[config.mk]
export PLATFORM = sky130hd
export DESIGN_NAME = lieat_trap_ctrl
export DESIGN_NICKNAME = d
export VERILOG_FILES = /design/src/rtl/lieat_trap_ctrl_pkg.sv /design/src/rtl/lieat_trap_ctrl_dff.sv /design/src/rtl/lieat_trap_ctrl.sv
export SDC_FILE = /design/constraint.sdc
export NUM_CORES = 1
export LEC_CHECK = 0
export CAP_MARGIN = 40
export CORE_AREA = 2 2 68 70
export DETAILED_ROUTE_END_ITERATION = 8
export DIE_AREA = 0 0 70 72
export DONT_BUFFER_PORTS = 1
export SETUP_SLACK_MARGIN = 0.15
export SLEW_MARGIN = 20
export SYNTH_ARGS = -nofsm -noshare
export SYNTH_HDL_FRONTEND = slang
export SYNTH_HIERARCHICAL = 1
export SYNTH_SLANG_ARGS = --single-unit
export TNS_END_PERCENT = 30
[constraint.sdc]
create_clock -name clock -period 1.7 [get_ports clock]
set_clock_uncertainty 0.05 [all_clocks]
set_input_delay 0.255 -clock clock [delete_from_list [all_inputs] [get_ports clock]]
set_output_delay 0.255 -clock clock [all_outputs]
set_load 0.005 [all_outputs]
[src/rtl/lieat_trap_ctrl_pkg.sv]
// Shared definitions for the trap controller: datapath width, FSM state
// encoding, trap-kind encoding and the event priority order.
package lieat_trap_ctrl_pkg;

    localparam int XLEN   = 32;
    localparam int KIND_W = 3;

    typedef enum logic [1:0] {
        ST_IDLE     = 2'd0,
        ST_HOLD     = 2'd1,
        ST_COMMIT   = 2'd2,
        ST_REDIRECT = 2'd3
    } trap_state_e;

    // KIND_NONE is the cleared value; the remaining codes are ordered so that
    // strobe index (code - 1) maps onto ecall, mret, msip, timer.
    typedef enum logic [KIND_W-1:0] {
        KIND_NONE  = 3'd0,
        KIND_ECALL = 3'd1,
        KIND_MRET  = 3'd2,
        KIND_MSIP  = 3'd3,
        KIND_TIME  = 3'd4
    } trap_kind_e;

    // Priority order: ecall > mret > msip > timer. Losers are dropped.
    function automatic trap_kind_e pick_trap(input logic ecall,
                                             input logic mret,
                                             input logic msip,
                                             input logic tmr);
        trap_kind_e kind;
        kind = KIND_NONE;
        if (ecall)     kind = KIND_ECALL;
        else if (mret) kind = KIND_MRET;
        else if (msip) kind = KIND_MSIP;
        else if (tmr)  kind = KIND_TIME;
        return kind;
    endfunction

endpackage

[src/rtl/lieat_trap_ctrl_dff.sv]
// General-purpose register with synchronous reset to zero and load enable.
module lieat_trap_ctrl_dff #(
    parameter int W = 1
) (
    input  logic         clock,
    input  logic         reset,
    input  logic         load,
    input  logic [W-1:0] d,
    output logic [W-1:0] q
);

    // Reset has priority over load.
    always_ff @(posedge clock) begin
        if (reset) begin
            q <= '0;
        end else if (load) begin
            q <= d;
        end
    end

endmodule

[src/rtl/lieat_trap_ctrl.sv]
// Trap controller: arbitrates ecall/mret/msip/timer events from EX, freezes
// fetch for timer traps, issues one CSR commit strobe plus a pipeline flush,
// then hands the new PC to fetch over a valid/ready redirect channel.
module lieat_trap_ctrl #(
    parameter int XLEN = lieat_trap_ctrl_pkg::XLEN
) (
    input  logic            clock,
    input  logic            reset,
    input  logic            ex_ecall,
    input  logic            ex_mret,
    input  logic [XLEN-1:0] ex_pc,
    input  logic            irq_time,
    input  logic            irq_msip,
    input  logic            csr_mtie,
    input  logic            csr_msie,
    input  logic [XLEN-1:0] mtvec_pc,
    input  logic [XLEN-1:0] mepc_pc,
    output logic            if_hold_req,
    input  logic            if_hold_rsp,
    output logic            csr_ecall,
    output logic            csr_mret,
    output logic            csr_msip_interrupt,
    output logic            csr_time_interrupt,
    output logic [XLEN-1:0] csr_pc,
    output logic            pipe_flush,
    output logic            redirect_valid,
    output logic [XLEN-1:0] redirect_pc,
    input  logic            redirect_ready,
    output logic            ex_stall
);

    import lieat_trap_ctrl_pkg::*;

    trap_state_e       state_reg;
    trap_state_e       state_next;
    trap_kind_e        idle_kind;
    trap_kind_e        kind_reg;
    logic [KIND_W-1:0] kind_q;
    logic              kind_load;
    logic              pc_load;
    logic              evt_msip;
    logic              evt_time;
    logic              commit_ok;
    logic [3:0]        strobe_vec;

    assign evt_msip  = irq_msip & csr_msie;
    assign evt_time  = irq_time & csr_mtie;
    assign idle_kind = pick_trap(ex_ecall, ex_mret, evt_msip, evt_time);
    assign kind_reg  = trap_kind_e'(kind_q);

    lieat_trap_ctrl_dff #(.W(KIND_W)) u_kind_dff (
        .clock (clock),
        .reset (reset),
        .load  (kind_load),
        .d     (KIND_W'(idle_kind)),
        .q     (kind_q)
    );

    lieat_trap_ctrl_dff #(.W(XLEN)) u_pc_dff (
        .clock (clock),
        .reset (reset),
        .load  (pc_load),
        .d     (ex_pc),
        .q     (csr_pc)
    );

    // State register.
    always_ff @(posedge clock) begin
        if (reset) begin
            state_reg <= ST_IDLE;
        end else begin
            state_reg <= state_next;
        end
    end

    // Next-state and register-load decisions. A timer trap only captures the
    // PC once fetch is frozen, since EX is stalled and stable by then.
    always_comb begin
        state_next = state_reg;
        kind_load  = 1'b0;
        pc_load    = 1'b0;
        unique case (state_reg)
            ST_IDLE: begin
                if (idle_kind != KIND_NONE) begin
                    kind_load = 1'b1;
                    if (idle_kind == KIND_TIME) begin
                        state_next = ST_HOLD;
                    end else begin
                        pc_load    = 1'b1;
                        state_next = ST_COMMIT;
                    end
                end
            end
            ST_HOLD: begin
                if (!evt_time) begin
                    state_next = ST_IDLE;
                end else if (if_hold_rsp) begin
                    pc_load    = 1'b1;
                    state_next = ST_COMMIT;
                end
            end
            ST_COMMIT: begin
                state_next = ST_REDIRECT;
            end
            ST_REDIRECT: begin
                if (redirect_ready) begin
                    state_next = ST_IDLE;
                end
            end
            default: begin
                state_next = ST_IDLE;
            end
        endcase
    end

    // Commit strobes are suppressed while reset is asserted so no CSR update
    // can slip out in the reset cycle.
    assign commit_ok = (state_reg == ST_COMMIT) && !reset;

    for (genvar gi = 0; gi < 4; gi++) begin : g_strobe
        assign strobe_vec[gi] = commit_ok && (kind_q == KIND_W'(gi + 1));
    end

    // Output decode from the registered state and latched kind.
    always_comb begin
        csr_ecall          = strobe_vec[0];
        csr_mret           = strobe_vec[1];
        csr_msip_interrupt = strobe_vec[2];
        csr_time_interrupt = strobe_vec[3];
        pipe_flush         = commit_ok;
        ex_stall           = (state_reg != ST_IDLE);
        if_hold_req        = (state_reg == ST_HOLD) ||
                             ((state_reg == ST_COMMIT) && (kind_reg == KIND_TIME));
        redirect_valid     = (state_reg == ST_REDIRECT);
        redirect_pc        = '0;
        if (state_reg == ST_REDIRECT) begin
            redirect_pc = (kind_reg == KIND_MRET) ? mepc_pc : mtvec_pc;
        end
    end

endmodule

# --- Word level (Yosys, flattened, before mapping) ---
# Cells that the tools add are included.
word_totals:
  reg_bits: 37
  in_bits: 106
  elab_cells: 47
op_classes:
  eq_ne: 11
  muxes: 19
  bitwise_logic: 2
  n_reduce_logical: 12
op_table:
  columns: ["operator", "n"]
  rows:
  - ["$mux 32", 2]
  - ["$mux 3", 4]
  - ["$mux 2", 5]
  - ["$pmux 2 s4", 1]
  - ["$eq 3x2->1 const B", 2]
  - ["$eq 3x3->1 const B", 2]
  - ["$logic_and 1x1->1", 6]
  - ["$mux 1", 6]
  - ["$eq 2x2->1 const B", 2]
  - ["$eq 3x1->1 const B", 1]
  - ["$ne 3x3->1 const B", 1]
  - ["$reduce_and 3->1", 1]
  - ["$reduce_bool 3->1", 1]
  - ["$and 1x1->1", 2]
  - ["$eq 2x1->1 const B", 1]
  - ["$logic_not 2->1", 1]
  - ["$ne 2x1->1 const B", 1]
  - ["$ne 2x2->1 const B", 1]
  - ["$pmux 1 s2", 1]
  - ["$reduce_bool 2->1", 1]
  - ["$logic_not 1->1", 1]
  - ["$logic_or 1x1->1", 1]

# --- Logic depth before layout (Yosys ltp) ---
# Gate-level depths: netlist of run 1.
logic_depth:
  ltp_word: 9
  depth_mapped: 8
  ltp_nobuf: 5

# --- Hierarchy ---
# Netlist of run 1, hierarchy kept.
modules_own_cells:
  columns: ["module", "n_inst", "cells_each", "area_per_inst_um2"]
  rows:
  - ["lieat_trap_ctrl_dff (u_pc_dff)", 1, 103, 1163.6]
  - ["lieat_trap_ctrl", 1, 144, 769.5]
  - ["lieat_trap_ctrl_dff (u_kind_dff)", 1, 9, 101.3]

# --- Least setup slack after synthesis of run 1 ---
# Ideal clock, no wire load.
synth_timing:
  path_type: "input to register"
  from: "input irq_msip"
  to: "register u_pc_dff.q[0]"
  arrival_ns: 1.286
  required_time_ns: 1.522
  path_slack_ns: 0.236
  stages: 7
  n_path_buf: 2
  path_cell_list: "a211oi_1 o22a_1 nor2_1 buf_6 buf_12 mux2i_1 nor2_1"
synth_via:
  elab_chain_len: 8
  elab_cells_between_ends: 9
  cone_classes: "1 x eq/ne; 6 x mux; 1 x bitwise; 1 x reduce/logical"
synth_rtl:
  columns: ["item", "line_no", "rtl"]
  rows:
  - ["start, declared", "lieat_trap_ctrl.sv:13", "input logic irq_msip,"]
  - ["$and 1x1->1 *", "lieat_trap_ctrl.sv:46", "assign evt_msip = irq_msip & csr_msie;"]
  - ["$mux 3 *", "lieat_trap_ctrl_pkg.sv:34", "else if (msip) kind = KIND_MSIP;"]
  - ["$mux 3 *", "lieat_trap_ctrl_pkg.sv:33", "else if (mret) kind = KIND_MRET;"]
  - ["$mux 3 *", "lieat_trap_ctrl_pkg.sv:32", "if (ecall) kind = KIND_ECALL;"]
  - ["$eq 3x3->1", "lieat_trap_ctrl.sv:86", "if (idle_kind == KIND_TIME) begin"]
  - ["$mux 1", "lieat_trap_ctrl.sv:86", null]
  - ["$mux 1 *", "lieat_trap_ctrl.sv:84", "if (idle_kind != KIND_NONE) begin"]
  - ["$pmux 1 s2 *", "lieat_trap_ctrl.sv:82", "unique case (state_reg)"]
  - ["named net pc_load", "lieat_trap_ctrl.sv:40", "logic pc_load;"]
  - ["end signal, assigned", "lieat_trap_ctrl_dff.sv:15", "q <= '0;"]
  - ["end signal, assigned", "lieat_trap_ctrl_dff.sv:17", "q <= d;"]
  - ["end, declared", "lieat_trap_ctrl_dff.sv:9", "output logic [W-1:0] q"]
# Mark *: on every way through the listed nets, which the timed path passes. The rest lies on a longest branch.
# A chain may end at the register's enable or synchronous reset.

# --- Worst setup path in the final report of run 1 ---
layout_timing:
  from: "register u_kind_dff.q[1]"
  to: "output if_hold_req"
layout_via:
  elab_chain_len: 3
layout_rtl:
  columns: ["item", "line_no", "rtl"]
  rows:
  - ["start, declared", "lieat_trap_ctrl_dff.sv:9", null]
  - ["start signal, assigned", "lieat_trap_ctrl_dff.sv:15", null]
  - ["start signal, assigned", "lieat_trap_ctrl_dff.sv:17", null]
  - ["$eq 3x3->1", "lieat_trap_ctrl.sv:133", "((state_reg == ST_COMMIT) && (kind_reg == KIND_TIME));"]
  - ["$logic_and 1x1->1", "lieat_trap_ctrl.sv:133", null]
  - ["$logic_or 1x1->1", "lieat_trap_ctrl.sv:132", "if_hold_req = (state_reg == ST_HOLD) ||"]
  - ["end, declared", "lieat_trap_ctrl.sv:18", "output logic if_hold_req,"]
# No other way between the ends.

==> reports/results.ini, run 1 <==
[outcome]
outcome = finished with violations
violations = negative setup slack

[route]
first_iter_violations = 44
wl_per_cell_um = 16.9
dr.pass1.iters = 5
drtAntennaViolNets = 0
routed_wl_um = 5560
routed-via-count = 1860
vias_per_cell = 5.67
drc = 0

[floorplan]
initial_core_util_pct = 47.7
row_count = 24
die_w_um = 70
dieHeight_um = 72
die_area_mm2 = 0.00504
num_io_pins = 178
coreArea_mm2 = 0.00426

[clock_tree]
clock_path_buffers = 2
clk_latency_ns = 0.28
htreeDepth = 2
cts_tree = yes
cts_buffers = 5
clock_sinks = 37
cts-root-buf = clkbuf_8
clk_pin_slew_ns = 0.07

[setup_path]
cp-start-kind = register
cp_top_family = simple AND/OR/NAND/NOR gates
cpMaxStageDelayCell = or3b_4
cpPeakStageDelay_ns = 0.40
critPathKind = reg -> out
worst-path-buf-inv = 1
cp_data_arrival_time_ns = 1.41
worstPathRequired_ns = 1.39
worstPathCellList = buf_4 -> or3b_4 -> nor2_1 -> mux2_4
endpoint_kind = output port
crit_fanout = 4

[sta]
tns_ns = -0.0225
final_max_slew_viol_count = 0
timing.final.hold_violations = 0
clock.fmax_ghz = 0.583
finalSetupViolations = 4
period_share_pct = 101
timing.final.ws_setup_ns = -0.0150
tightest_slew_ns = 0.326
rsz0062_at_grt = yes
fin_crit_ns = 1.71
slew_headroom_pct = 78.1

[yosys]
ys_seq_area_share_pct = 36.4
yosys_warnings = 6
synth.top_cell.area_share_pct = 36.4
syn_area_mm2 = 0.00203
synth_nets = 362
ys_types = 29
avgSynthCellArea_um2 = 7.95
netlist.top_cell.by_area = dfxtp_1
syn_inst = 256
synth-seq-cells = 37
synth_area_leaders = dfxtp_1, mux2i_1, nand2_1, a21oi_1, nor2_1

[cells_and_area]
synthToLayoutAreaGrowth_pct = 27.7
final_cell_mix = nand2_1, nor2_1, mux2i_1
largest_register_ffs = 32
nets = 381
layout.cells.non_filler = 328
layout_commonest_cell = nand2_1
antenna_cells = 0
fin_util_pct = 60.9
final_area_mm2 = 0.00260
drive_above_1_share_pct = 40.6

[global_route]
grt_pass1_wl_um = 8040
grt_max_degree = 38
grt_usage_pct = 19.7
grt_pass1_vias = 1748
antenna_found_initial = 0
gr-total-overflow = 0

[power_and_ir_drop]
power_w = 0.00232
ir_drop_uv = 600
power.density_mw_per_mm2 = 894
leakage_nw = 1.08

[job]
maxCapViolations = 0

[placement]
placed_area_mm2 = 0.00210
dp.cells = 306
portBuffers = 0
gp_congestion = 0.892
dp.final_hpwl_um = 3980

[worst_hold_path]
worstHoldPathType = in -> reg

-- stage by stage --
| stage | hold slack (ns) | worst slack [ns] |
|---|---|---|
| 2_1_floorplan | 0.277 | 0.236 |
| 3_3_place_gp | 0.281 | -0.279 |
| 3_5_place_dp | 0.283 | -0.0945 |
| 4_1_cts | 0.0256 | -0.0359 |
| 5_1_grt | 0.0175 | -0.0796 |
| 6_report | 0.0361 | -0.0150 |
-- final timing paths --
| check | startpoint | endpoint | slack (ns) | cells past startpoint |
|---|---|---|---|---|
| setup / recovery | u_kind_dff/q[1] | if_hold_req | -0.01 | 4 |
| hold / removal | redirect_ready | state_reg[1] | 0.04 | 1 |
| setup reg to reg | state_reg[0] | u_pc_dff/q[23] | 0.18 | 6 |
| hold reg to reg | u_pc_dff/q[19] | u_pc_dff/q[19] | 0.48 | 2 |
-- layer usage --
metal | vias to the layer above | global-route usage [%] | share of wire [%]
met2 | 105 | 34.5 | 51
met3 | 14 | 5.97 | 8.2
met4 | 0 | 10.0 | 2.9
li1 | 885 | - | -
met5 | - | 0 | 0
met1 | 856 | 21.6 | 37
-- power by group --
group          internal [W]  switching (W)  total [W]
combinational      0.000288       0.000296   0.000584
sequential         0.000947      0.0000589    0.00101
clock              0.000440       0.000293   0.000733
-- cells in the mapped netlist (all sizes together) --
master,instances
o21ai,1
a21oi,34
dfxtp,37
o22a,1
o21bai,1
mux2i,35
nor3b,1
nor2b,2
nand2b,1
or3b,2
a31oi,1
o311a,1
inv,4
nor4b,1
clkbuf,6
a211oi,2
mux2,1
and4b,1
nor2,40
or3,1
or2,1
nand2,68
buf,13
a221oi,1
-- repair_timing --
item,in CTS,in global routing
resized for setup,37,43
setup endpoints to repair,73,73
buffers inserted,10,2
hold endpoints to repair,37,0
hold buffers,1,0
gates cloned,0,1
pin swaps,8,30
-- cell families (layout without fill, tap and decap cells) --
group	count (synthesis)	after routing	synth area share, %
AO/OA/AOI/OAI	42	42	11.4
buffers and inverters	23	43	8.79
flip-flops	37	37	36.4
multiplexers	36	36	17.8
AND/OR/NAND/NOR	118	118	25.6
-- layout make-up --
cell class	count	area, µm²
repair buffers	31	333
multi-input cells	196	1330
clock inverters	2	38.8
clock buffers	6	72.6
flip-flops and latches	37	749
inverters	4	15.0
well taps	52	65.1
fillers	380	1670
Note: power is estimated with default switching activity, not from simulation.
==> run 2, diff against run 1 <==
--- a/config.mk
+++ b/config.mk
@@ -11,6 +11,7 @@
 export DIE_AREA = 0 0 70 72
 export DONT_BUFFER_PORTS = 1
 export SETUP_SLACK_MARGIN = 0.15
+export SKIP_CTS_REPAIR_TIMING = 1
 export SLEW_MARGIN = 20
 export SYNTH_ARGS = -nofsm -noshare
 export SYNTH_HDL_FRONTEND = slang
==> run 2 against run 1 <==
Against the previous run: the run still ends with negative setup slack left; hold slack got worse by 0.0025 ns; critical path depth did not move; total power fell by 1.9%; global-route usage fell by 1.4 points; core utilization fell by 3.7 points; die area did not move; final area fell by 6.1%; setup slack got worse by 0.046 ns; clock power barely moved; combinational power fell by 8.7%; critical path type unchanged.
==> reports/results.ini, run 2 (same netlist as run 1, synthesis figures left out) <==
[setup_path]
endpoint_kind = output port  ; unchanged
worst-path-buf-inv = 2  ; was 1
cp-start-kind = register  ; unchanged
cpPeakStageDelay_ns = 0.36  ; was 0.40 ns
critPathKind = reg -> out  ; unchanged
cpMaxStageDelayCell = dfxtp_2  ; was or3b_4
cp_data_arrival_time_ns = 1.46  ; was 1.41 ns
crit_fanout = 6  ; was 4
worstPathRequired_ns = 1.39  ; about the same
worstPathCellList = buf_6 -> inv_2 -> or3_4 -> nor4b_4  ; was buf_4 -> or3b_4 -> nor2_1 -> mux2_4
cp_top_family = simple AND/OR/NAND/NOR gates  ; unchanged

[outcome]
violations = negative setup slack  ; unchanged
outcome = finished with violations  ; unchanged

[sta]
rsz0062_at_grt = yes  ; unchanged
whs_ns = 0.0336  ; was 0.0361 ns
final_max_slew_viol_count = 0  ; unchanged
timing.final.ws_setup_ns = -0.0614  ; was -0.0150 ns
tns_ns = -0.142  ; was -0.0225 ns
finalSetupViolations = 4  ; unchanged
period_share_pct = 104  ; was 101%
timing.final.hold_violations = 0  ; unchanged
tightest_slew_ns = 0.339  ; was 0.326 ns
clock.fmax_ghz = 0.568  ; was 0.583 GHz
fin_crit_ns = 1.76  ; was 1.71 ns
slew_headroom_pct = 77.2  ; was 78.1%

[floorplan]
dieHeight_um = 72  ; unchanged
die_w_um = 70  ; unchanged
num_io_pins = 178  ; unchanged
initial_core_util_pct = 47.7  ; unchanged
row_count = 24  ; unchanged
coreArea_mm2 = 0.00426  ; unchanged
die_area_mm2 = 0.00504  ; unchanged

[global_route]
grt_pass1_vias = 1596  ; was 1748
grtUsageMet1_pct = 19.8  ; was 21.6%
antenna_found_initial = 0  ; unchanged
grt_max_degree = 39  ; was 38
top_usage_layer = met2  ; unchanged
use_met3_pct = 6.25  ; was 5.97%
grt_usage_pct = 18.3  ; was 19.7%
grt_pass1_wl_um = 7430  ; was 8040 µm
gr-total-overflow = 0  ; unchanged
grt_use_met2_pct = 32.4  ; was 34.5%

[worst_hold_path]
worstHoldPathType = in -> reg  ; unchanged

[cells_and_area]
largest_register_ffs = 32  ; unchanged
layout_commonest_cell = nand2_1  ; unchanged
antenna_cells = 0  ; unchanged
final_cell_mix = nand2_1, nor2_1, mux2i_1  ; unchanged
drive_above_1_share_pct = 26.3  ; was 40.6%
nets = 379  ; was 381
synthToLayoutAreaGrowth_pct = 20.0  ; was 27.7%
layout.cells.non_filler = 326  ; was 328

[clock_tree]
cts_buffers = 5  ; unchanged
clock_sinks = 37  ; unchanged
cts-root-buf = clkbuf_8  ; unchanged
clk_latency_ns = 0.28  ; about the same
clk_pin_slew_ns = 0.07  ; about the same
htreeDepth = 2  ; unchanged
cts_tree = yes  ; unchanged
clock_path_buffers = 2  ; unchanged

[placement]
dp.cells = 306  ; unchanged
dp_slack_ns = -0.0945  ; unchanged
dp.final_hpwl_um = 3980  ; unchanged
portBuffers = 0  ; unchanged
gp_congestion = 0.892  ; unchanged

[job]
maxCapViolations = 0  ; unchanged

[route]
dr.pass1.iters = 4  ; was 5
drtAntennaViolNets = 0  ; unchanged
wl_per_cell_um = 16.1  ; was 16.9 µm
routed-via-count = 1789  ; was 1860
first_iter_violations = 48  ; was 44
drc = 0  ; unchanged
vias_per_cell = 5.49  ; was 5.67
routed_wl_um = 5240  ; was 5560 µm

[power_and_ir_drop]
leakage_nw = 1.07  ; was 1.08 nW
ir_drop_uv = 612  ; was 600 µV
power.density_mw_per_mm2 = 933  ; was 894 mW/mm²

## run 2: cell types whose count changed in the layout (fill, tap and decap cells not counted), sizes merged
| cell | previous run | this run |
|---|---|---|
| buf | 30 | 28 |
## run 2: metal layers
metal,wire [µm],up-vias
met2,2760,101
met3,496,8
li1,-,877
met5,0,-
met4,101,0
met1,1880,803
## run 2: final timing paths
kind | startpoint | end | slack [ns] | depth (start not counted)
max | state_reg[1] | csr_ecall | -0.06 | 4
min | redirect_ready | state_reg[1] | 0.03 | 1
max reg2reg | state_reg[0] | u_pc_dff/q[23] | 0.15 | 6
min reg2reg | u_pc_dff/q[28] | u_pc_dff/q[28] | 0.48 | 2
## run 2: metrics by stage
stage / utilization [%] / area (µm²) / power (W)
4_1_cts: 51.9 / 2210 / 0.00220
3_3_place_gp: 48.7 / 2080 / 0.00143
3_5_place_dp: 49.3 / 2100 / 0.00146
5_1_grt: 57.2 / 2440 / 0.00240
2_1_floorplan: - / 2030 / 0.00141
6_report: 57.2 / 2440 / 0.00228
## run 2: power by group
group | leakage (nW) | switching [W] | internal [W]
clock network | 0.0554 | 0.000294 | 0.000440
registers | 0.307 | 0.0000622 | 0.000948
logic | 0.703 | 0.000264 | 0.000270
total | 1.07 | 0.000620 | 0.00166
## run 2: layout make-up
| cell class | count | area, µm² |
|---|---|---|
| clock buffers | 6 | 72.6 |
| clock inverters | 2 | 38.8 |
| fillers | 400 | 1820 |
| inverters | 4 | 15.0 |
| multi-input cells | 196 | 1200 |
| flip-flops and latches | 37 | 749 |
| well taps | 52 | 65.1 |
| repair buffers | 29 | 295 |
